==> src/rtl/ila_capture_ctrl.sv <==
// ila_capture_ctrl
// ----------------
// Capture sequencer for the ILA. Combines the trigger-slice outputs into a
// single trigger event, walks the IDLE -> ARMED -> POST -> DONE sequence and
// drives the circular sample buffer write port.
//
// Ports:
//   clk, rst      clock; asynchronous active-high reset
//   arm, disarm   single-cycle control pulses (disarm wins when both are set)
//   sample_en     qualifier for buffer writes and trigger evaluation
//   trig_vec      trigger-slice outputs
//   reduce_type   0 = OR-reduce trig_vec, 1 = AND-reduce trig_vec
//   post_count    samples stored after the trigger sample, latched at trigger
//   buf_we        buffer write enable (combinational)
//   buf_waddr     buffer write address (registered write pointer)
//   armed         state is ARMED or POST
//   triggered     a trigger occurred in the current capture
//   done          state is DONE
//   trig_addr     buffer address of the trigger sample
//   n_samples     writes since arm, saturating at 2^ADDR_W
//   dbg_state     raw FSM state (0 IDLE, 1 ARMED, 2 POST, 3 DONE)
//
// Handshake note: there is no backpressure. A buffer write happens on every
// cycle where buf_we is 1; the RAM is expected to accept it unconditionally.
module ila_capture_ctrl #(
  parameter int N_TRIG = 4,
  parameter int ADDR_W = 10
) (
  input  logic              clk,
  input  logic              rst,
  input  logic              arm,
  input  logic              disarm,
  input  logic              sample_en,
  input  logic [N_TRIG-1:0] trig_vec,
  input  logic              reduce_type,
  input  logic [ADDR_W-1:0] post_count,
  output logic              buf_we,
  output logic [ADDR_W-1:0] buf_waddr,
  output logic              armed,
  output logic              triggered,
  output logic              done,
  output logic [ADDR_W-1:0] trig_addr,
  output logic [ADDR_W:0]   n_samples,
  output logic [1:0]        dbg_state
);

  typedef enum logic [1:0] {
    S_IDLE  = 2'd0,
    S_ARMED = 2'd1,
    S_POST  = 2'd2,
    S_DONE  = 2'd3
  } state_t;

  localparam logic [ADDR_W:0] DEPTH = {1'b1, {ADDR_W{1'b0}}};

  state_t            state_q, state_d;
  logic [ADDR_W-1:0] wptr_q, wptr_d;
  logic [ADDR_W-1:0] post_cnt_q, post_cnt_d;
  logic [ADDR_W-1:0] trig_addr_q, trig_addr_d;
  logic [ADDR_W:0]   n_samples_q, n_samples_d;
  logic              triggered_q, triggered_d;
  logic              trig_hit;
  logic              we;

  always_comb begin
    trig_hit = (reduce_type ? (&trig_vec) : (|trig_vec)) & sample_en;
    we       = sample_en & ((state_q == S_ARMED) | (state_q == S_POST));

    state_d     = state_q;
    wptr_d      = wptr_q;
    post_cnt_d  = post_cnt_q;
    trig_addr_d = trig_addr_q;
    n_samples_d = n_samples_q;
    triggered_d = triggered_q;

    if (disarm) begin
      // Abort: counters and the trigger flag stay readable afterwards.
      state_d = S_IDLE;
    end else if (arm) begin
      // Restart from any state; trig_vec is deliberately not looked at here.
      state_d     = S_ARMED;
      wptr_d      = '0;
      n_samples_d = '0;
      triggered_d = 1'b0;
    end else begin
      if (we) begin
        wptr_d = wptr_q + ADDR_W'(1);
        if (n_samples_q != DEPTH) n_samples_d = n_samples_q + (ADDR_W+1)'(1);
      end
      case (state_q)
        S_ARMED: begin
          // trig_hit implies a write this cycle, so the trigger sample is
          // stored at the current wptr.
          if (trig_hit) begin
            trig_addr_d = wptr_q;
            triggered_d = 1'b1;
            if (post_count == '0) begin
              state_d = S_DONE;
            end else begin
              post_cnt_d = post_count;
              state_d    = S_POST;
            end
          end
        end
        S_POST: begin
          if (we) begin
            if (post_cnt_q == ADDR_W'(1)) state_d = S_DONE;
            post_cnt_d = post_cnt_q - ADDR_W'(1);
          end
        end
        default: ;
      endcase
    end
  end

  always_ff @(posedge clk or posedge rst) begin
    if (rst) begin
      state_q     <= S_IDLE;
      wptr_q      <= '0;
      post_cnt_q  <= '0;
      trig_addr_q <= '0;
      n_samples_q <= '0;
      triggered_q <= 1'b0;
    end else begin
      state_q     <= state_d;
      wptr_q      <= wptr_d;
      post_cnt_q  <= post_cnt_d;
      trig_addr_q <= trig_addr_d;
      n_samples_q <= n_samples_d;
      triggered_q <= triggered_d;
    end
  end

  assign buf_we    = we;
  assign buf_waddr = wptr_q;
  assign armed     = (state_q == S_ARMED) | (state_q == S_POST);
  assign done      = (state_q == S_DONE);
  assign triggered = triggered_q;
  assign trig_addr = trig_addr_q;
  assign n_samples = n_samples_q;
  assign dbg_state = state_q;

endmodule

==> config.mk <==
export PLATFORM = sky130hd
export DESIGN_NAME = ila_capture_ctrl
export DESIGN_NICKNAME = d
export VERILOG_FILES = /design/src/rtl/ila_capture_ctrl.sv
export SDC_FILE = /design/constraint.sdc
export NUM_CORES = 1
export LEC_CHECK = 0
export ABC_CLOCK_PERIOD_IN_PS = 2200
export CAP_MARGIN = 10
export CORE_ASPECT_RATIO = 1.2
export CORE_MARGIN = 8
export CORE_UTILIZATION = 30
export CTS_BUF_LIST = sky130_fd_sc_hd__clkbuf_8
export CTS_CLUSTER_SIZE = 28
export DETAILED_ROUTE_END_ITERATION = 6
export PLACE_DENSITY = 0.58
export SETUP_SLACK_MARGIN = 0.1
export SLEW_MARGIN = 15
export SYNTH_ARGS = -nofsm -noshare
export SYNTH_HDL_FRONTEND = slang
export SYNTH_SLANG_ARGS = --single-unit
==> constraint.sdc <==
create_clock -name clk -period 2.2 [get_ports clk]
set_clock_uncertainty 0.05 [all_clocks]
set_input_delay 0.66 -clock clk [delete_from_list [all_inputs] [get_ports clk]]
set_output_delay 0.66 -clock clk [all_outputs]
set_load 0.01 [all_outputs]
# After elaboration in Yosys (flattened, before gate mapping)
# Index checks and enable logic that the tools add are counted.
[word_totals]
ff_bits = 44
input_bits = 20
[classes]
n_eq_ne = 11
mux = 20
addsub = 3
reduce_logical = 15
bitwise_logic = 5
[op_table]
columns = ["op", "n"]
rows = [
  ["10-bit two-way mux", 5],
  ["11-bit two-way mux", 3],
  ["10-bit case mux with 2 select lines", 1],
  ["4-bit != test, second input constant", 3],
  ["4-bit AND reduction", 3],
  ["11-bit by 1-bit adder with 11-bit output, second input constant", 1],
  ["11-bit != test, second input constant", 1],
  ["10-bit by 1-bit adder with 10-bit output, second input constant", 1],
  ["10-bit by 1-bit == test with 1-bit output, second input constant", 1],
  ["10-bit zero test", 1],
  ["2-bit two-way mux", 5],
  ["2-bit nonzero test", 5],
  ["10-bit by 1-bit subtractor with 10-bit output, second input constant", 1],
  ["2-bit != test, second input constant", 3],
  ["3-bit AND reduction", 2],
  ["6-bit AND reduction", 1],
  ["1-bit two-way mux", 5],
  ["2-bit == test, second input constant", 2],
  ["2-bit case mux with 2 select lines", 1],
  ["4-bit nonzero test", 1],
  ["4-bit OR reduction", 1],
  ["1-bit AND", 2],
  ["2-bit by 1-bit == test with 1-bit output, second input constant", 1],
  ["1-bit NOT", 2],
  ["2 further kinds", 2],
]

# Longest topological paths before layout
# Gate-level depths: netlist of the first run.
[logic_depth]
depth_word = 7
mapped_depth = 8
mapped_depth_nobuf = 7

# Least setup slack after synthesis of the first run
# No wires, ideal clock.
[synth_timing]
path_type = "register -> register"
from = "register state_q[0], in the netlist dbg_state[0]"
to = "register wptr_q[5], in the netlist buf_waddr[5]"
t_arrival_ns = 1.993
path_stages_with_launch = 8
setup_time_ns = 0.078
setup_slack_ns = 0.080
t_required_ns = 2.072
path_cell_list = "dfrtp_1 > inv_1 > ha_1 > nor2b_1 > o21a_1 > nand4_1 > or3_1 > a21oi_1"
[synth_via]
elab_chain_cells = 5
[synth_lines]
columns = ["element", "line_no", "rtl"]
rows = [
  ["start, declared", "56", "state_t state_q, state_d;"],
  ["start signal, assigned", "125", "state_q <= state_d;"],
  ["2-bit by 1-bit == test with 1-bit output / 2-bit == test (equally long branches)", "67", "we = sample_en & ((state_q == S_ARMED) | (state_q == S_POST));"],
  ["1-bit bitwise OR (*)", "67", ""],
  ["1-bit AND (*)", "67", ""],
  ["net buf_we", "37", "output logic buf_we,"],
  ["2-bit nonzero test (no line) (*)", "--", ""],
  ["2-bit AND reduction (no line) (*)", "--", ""],
  ["end signal, assigned", "126", "wptr_q <= wptr_d;"],
  ["end, declared", "57", "logic [ADDR_W-1:0] wptr_q, wptr_d;"],
]
# The timed path passes the listed nets; every way through them passes the cells marked *.
# A chain may end at the register's enable or synchronous reset.

# Worst setup path after layout of the first run
[layout_timing]
from = "register n_samples_q[1], in the netlist n_samples[1]"
to = "output port n_samples[1]"
[layout_rtl]
columns = ["element", "line_no", "rtl"]
rows = [
  ["start, declared", "60", "logic [ADDR_W:0] n_samples_q, n_samples_d;"],
  ["start signal, assigned", "129", "n_samples_q <= n_samples_d;"],
  ["end, declared", "43", "output logic [ADDR_W:0] n_samples,"],
]
# No word-level cell between the ends.

==> results of run 1 <==
==> power groups by stage <==
stage	clock (mW)	sequential, mW	combinational [mW]
after CTS	0.647	1.07	0.589
after global placement	0	1.08	0.542
after floorplan	0	1.06	0.299
final	0.619	1.08	0.626
after detailed placement	0	1.08	0.549
after global routing	0.673	1.10	0.697
==> stage by stage <==
| stage | cell area, µm² | setup WS [ns] |
|---|---|---|
| final | 3670 | 0.142 |
| after global routing | 3670 | 0.0572 |
| after CTS | 3570 | 0.102 |
| after detailed placement | 3260 | -0.526 |
| after global placement | 3260 | -0.530 |
| after floorplan | 2370 | 0.130 |
==> routing by layer <==
metal / share of wire / track usage
met1: 0.46 / 0.163
met2: 0.49 / 0.207
met3: 0.051 / 0.0347
met4: 0.0065 / 0.0247
met5: 0 / 0
==> synth_stat cells, types with 6 or more instances <==
cell type,instances
ha_1,8
nor2_1,18
xor2_1,8
or3_1,9
a21oi_1,11
nand2_1,18
nor3_1,7
inv_1,15
dfrtp_1,44
nand4_1,6
nand3_1,11
o21ai_0,10
mux2_1,9
==> cells by family after synthesis <==
family | after synthesis | synth area share
XOR/XNOR | 11 | 0.0408
adder cells (fa/ha/maj) | 8 | 0.0424
AO/OA/AOI/OAI | 52 | 0.150
AND/OR/NAND/NOR | 92 | 0.203
buffers and inverters | 25 | 0.0429
multiplexers | 12 | 0.0556
flip-flops | 44 | 0.466
==> state kept, by name (all words and copies together), names as in the netlist <==
signal / count
buf_waddr: 10
dbg_state: 2
n_samples: 11
post_cnt_q: 10
trig_addr: 10
triggered: 1
==> worst max-delay path by stage <==
stage	end	cells after the start	start	slack (ns)
after global routing	post_cnt_q[9]	5	post_cnt_q[2]	0.06
after global placement	trig_addr[5]	7	trig_vec[2]	-0.53
after detailed placement	trig_addr[8]	7	trig_vec[2]	-0.53
after CTS	post_cnt_q[8]	8	reduce_type	0.10
after floorplan	post_cnt_q[5]	6	trig_vec[2]	0.13
final	n_samples[1]	1	n_samples[1]	0.14
==> layout make-up <==
| type | count | area [µm²] |
|---|---|---|
| Fill cell | 736 | 3990 |
| Multi-Input combinational cell | 175 | 1330 |
| Sequential cell | 44 | 1110 |
| Timing Repair Buffer | 102 | 950 |
| Tap cell | 92 | 115 |
| Clock buffer | 5 | 68.8 |
| Inverter | 16 | 60.1 |
| Clock inverter | 3 | 42.5 |
==> repair_timing <==
action,in CTS,in global routing
resized for setup,51,36
pin swaps,7,12
setup buffers,9,4
endpoints found under the setup margin,29,31
cloned,2,0
==> metrics.yaml, run 1 <==
synthFlopType: "dfrtp_1"
ys_top_cells_by_area: "dfrtp_1 47%, mux2_1 4.3%, ha_1 4.2%, xor2_1 3.0%, nand2_1 2.9%"
synth.avg_cell_area_um2: 9.69
arrival_ns: 1.35
comb_power_share: 0.269
maxCapViolCount: 0
power_density_mw_per_mm2: 632
postLayoutCoreUtil: 0.480
reg2reg_depth: 5
cts.reportedPaths.clkPinSlew_ns: 0.09
start_util: 0.308
holdWs_ns: 0.450
synth-edff-count: 0
ios: 57
hold_class: "reg -> reg"
synth_fp_nets: 272
row_count: 35
cpPeakStageDelay_ns: 0.58
synth-seq-area-share: 0.466
slowest_stage: "clkdlybuf4s50_1"
grt_pass1_wl_um: 11800
drtAntennaViolNets: 0
synth_top_area_cell: "dfrtp_1"
leakage_nw: 1.65
crit_path_start_kind: "flip-flop"
instances_no_fill: 437
antenna_found_initial: 0
yosysWarnings: 0
totalWireLength_um: 6820
wire_per_inst_um: 15.6
grt_max_degree: 45
yosys.area.top_type_share: 0.466
async_reset_ff_frac: 1.00
ff2ff_setup_slack_ns: 0.16
drive_gt1_frac: 0.270
end_kind: "output pin"
syn_inst: 244
vias: 2189
die_area_mm2: 0.0110
p_sw_mw: 0.730
die_x_um: 97.0
min_path_cells: 2
drt_iter0_drc: 66
clk_latency_ns: 0.29
critPathBufInv: 1
holdCritStartpoint: "trig_addr[1]"
setup_tns_ns: 0
routed_via_density: 5.01
die_h_um: 113
p_seq_frac: 0.464
min_to: "trig_addr[1]"
layout_common_cells: "43 x buf_4, 39 x dfrtp_1, 36 x clkdlybuf4s50_1"
layout.nets: 372
groute.usage.overall: 0.127
port-buffer-count: 56
pwr-share-clk: 0.266
worstSetupPathType: "reg -> out"
place_inst: 414
finalCritPeriodShare: 0.935
status: "complete, no violations"
cp_max_fo: 7
layout_min_cycle_time_ns: 2.06
syn_area_mm2: 0.00236
path_cells: "clkdlybuf4s50_1"
p_int_mw: 1.59
ir_worst_vdd_uv: 294
cts_tree: "done"
reg2reg_from: "post_cnt_q[2]"
setup_viol: 0
ctsHtreeMaxLevel: 2
synth_seq_cells: 44
hold_viol_final: 0
cp.required_ns: 1.49
final_common_cell: "buf_4"
hpwlAfterDp_um: 4660
cp_top_family: "buffers and inverters"
clock.fmax_ghz: 0.486
power_mw: 2.32
switching_share: 0.314
rsz0062_at_grt: "true"
area_growth_pct: 55.5
clockBufferDepth: 2
synth.distinct_cells: 47
slew_headroom: 0.727
tightest_slew_ns: 0.407
slew_viol_final: 0
grt-ovfl-total: 0
cts_sinks: 44
root_buffer: "clkbuf_8"
place.gp.congestion: 0.839
coreArea_mm2: 0.00766
grt_pass1_vias: 2319
num_antenna_cells: 0
drc: 0
cts_inserted_buffers: 5
r2r_end: "post_cnt_q[9]"
first_pass_iters: 4
holdBufCountCts: 0
No activity file was read; power rests on OpenSTA's default activity.
==> inputs of run 2 (changes only) <==
CORE_ASPECT_RATIO = 1.4   (was 1.2)
CORE_MARGIN = unset   (was 8)
==> run 2 against run 1 <==
  * Critical path depth increased by 1
  * Die area decreased by 25%
  * Cell count decreased by 2.3%
  * Worst hold slack about the same
  * Core utilization decreased by 1.1 points
  * Register-to-register slack improved by 0.06 ns
  * Maximum frequency decreased by 0.28%
  * Clock power increased by 15%
  * First-iteration DRC count decreased by 20%
  * Global-route usage increased by 2.5 points
  * Critical path type unchanged
  * Largest cell class unchanged
  * Largest power group unchanged
==> metrics.yaml, run 2 (synthesis gave the netlist of run 1 again) <==
vias: 2147
grt_max_degree: 45
clockBufferDepth: 2
end_kind: "output pin"
cpPeakStageDelay_ns: 0.53
root_buffer: "clkbuf_8"
status: "complete, no violations"
start_util: 0.315
groute.usage.overall: 0.152
cp_max_fo: 4
layout_common_cells: "41 x dfrtp_1, 38 x clkdlybuf4s50_1, 26 x buf_4"
coreArea_mm2: 0.00750
ff2ff_setup_slack_ns: 0.22
switching_share: 0.290
routed.top_layer: "met4"
grt_pass1_wl_um: 9960
cts.reportedPaths.clkPinSlew_ns: 0.08
wire_per_inst_um: 13.9
num_antenna_cells: 0
holdCritStartpoint: "trig_addr[7]"
hold_class: "reg -> reg"
grt_pass1_vias: 2160
slew_viol_final: 0
dpl_cell_area_mm2: 0.00327
rsz0062_at_grt: "true"
power_mw: 2.36
p_sw_mw: 0.683
die_h_um: 107
cp_top_family: "buffers and inverters"
slew_headroom: 0.803
maxCapViolCount: 0
setup_viol: 0
path_cells: "buf_4 -> clkdlybuf4s50_1"
cts_tree: "done"
place.gp.congestion: 0.807
drt_iter0_drc: 53
cp.required_ns: 1.49
n_fill_cell: 770
hpwlAfterDp_um: 4320
r2r_end: "dbg_state[0]"
largest_reg_flops: 11
drt-met1-wl_um: 2510
crit_path_start_kind: "flip-flop"
pwr-share-clk: 0.303
area_growth_pct: 48.7
cts_sinks: 44
cts_inserted_buffers: 5
slowest_stage: "clkdlybuf4s50_1"
die_area_mm2: 0.00824
tightest_slew_ns: 0.292
clock.fmax_ghz: 0.485
ir_worst_vdd_uv: 322
die_x_um: 77.0
row_count: 37
leakage_nw: 1.55
ios: 57
drive_gt1_frac: 0.182
setup_tns_ns: 0
power_density_mw_per_mm2: 671
first_pass_iters: 4
holdWs_ns: 0.451
grt-ovfl-total: 0
wl_met2_um: 3130
drc: 0
min_to: "trig_addr[7]"
routed_via_density: 5.03
arrival_ns: 1.35
dr_wl_met3_um: 280
layout.nets: 358
postLayoutCoreUtil: 0.468
ctsHtreeMaxLevel: 2
p_int_mw: 1.67
final_cell_area_mm2: 0.00351
finalCritPeriodShare: 0.938
comb_power_share: 0.239
drtAntennaViolNets: 0
layout_min_cycle_time_ns: 2.06
final_common_cell: "dfrtp_1"
port-buffer-count: 56
p_seq_frac: 0.458
critPathBufInv: 2
antenna_found_initial: 0
reg2reg_depth: 5
hold_viol_final: 0
min_path_cells: 1
reg2reg_from: "post_cnt_q[5]"
totalWireLength_um: 5950
worstSetupPathType: "reg -> out"
clk_latency_ns: 0.29
[run 2: changes by cell type in the layout (fill, tap and decap cells not counted), moves of 2 or more]
cell,previous run,this run
dlymetal6s2s_1,5,3
mux2_1,3,9
dfrtp_2,5,3
clkdlybuf4s50_1,36,38
buf_4,43,26
mux2_4,6,0
dlygate4sd2_1,6,10
dfrtp_1,39,41
[run 2: per-layer routing]
| metal | global-route usage | vias up |
|---|---|---|
| met5 | 0 | - |
| met4 | 0.0404 | 0 |
| met3 | 0.0264 | 4 |
| met2 | 0.288 | 50 |
| met1 | 0.173 | 1041 |
| li1 | - | 1052 |
[run 2: area by class of cell]
type,count,area (µm²),area share
tap,97,121,0.0345
timing repair buffer,88,847,0.241
inverter,16,60.1,0.0171
clock buffer,5,68.8,0.0196
multi-input combinational,175,1250,0.356
clock inverter,2,60.1,0.0171
sequential,44,1100,0.314
[run 2: power groups by stage]
| stage | clock [mW] | sequential [mW] | combinational [mW] |
|---|---|---|---|
| 4_1_cts | 0.746 | 1.07 | 0.558 |
| 3_5_place_dp | 0 | 1.09 | 0.542 |
| 3_3_place_gp | 0 | 1.08 | 0.536 |
| 5_1_grt | 0.773 | 1.10 | 0.623 |
| 2_1_floorplan | 0 | 1.06 | 0.299 |
| 6_report | 0.713 | 1.08 | 0.564 |
[run 2: repair_timing]
| item | CTS | global route |
|---|---|---|
| pin swaps | 9 | 4 |
| buffers inserted | 0 | 1 |
| setup endpoints to repair | 30 | 16 |
| gates resized for setup | 30 | 19 |
| endpoints found under the hold margin | 0 | 0 |
| gates cloned | 1 | 0 |
| hold buffers | 0 | 0 |
[run 2: worst max-delay path by stage]
stage	from	end	slack [ns]	depth (start not counted)
3_3_place_gp	trig_vec[2]	trig_addr[5]	-0.42	7
2_1_floorplan	trig_vec[2]	post_cnt_q[5]	0.13	6
5_1_grt	arm	n_samples[10]	0.07	7
3_5_place_dp	trig_vec[3]	trig_addr[0]	-0.44	7
4_1_cts	dbg_state[0]	armed	0.03	4
6_report	dbg_state[1]	dbg_state[1]	0.14	2
[run 2: per-stage QoR]
step                std cells  setup slack (ns)
finish                    427             0.136
global route              427            0.0701
CTS                       426            0.0350
detailed placement        418            -0.436
global placement          418            -0.424
floorplan                 244             0.130
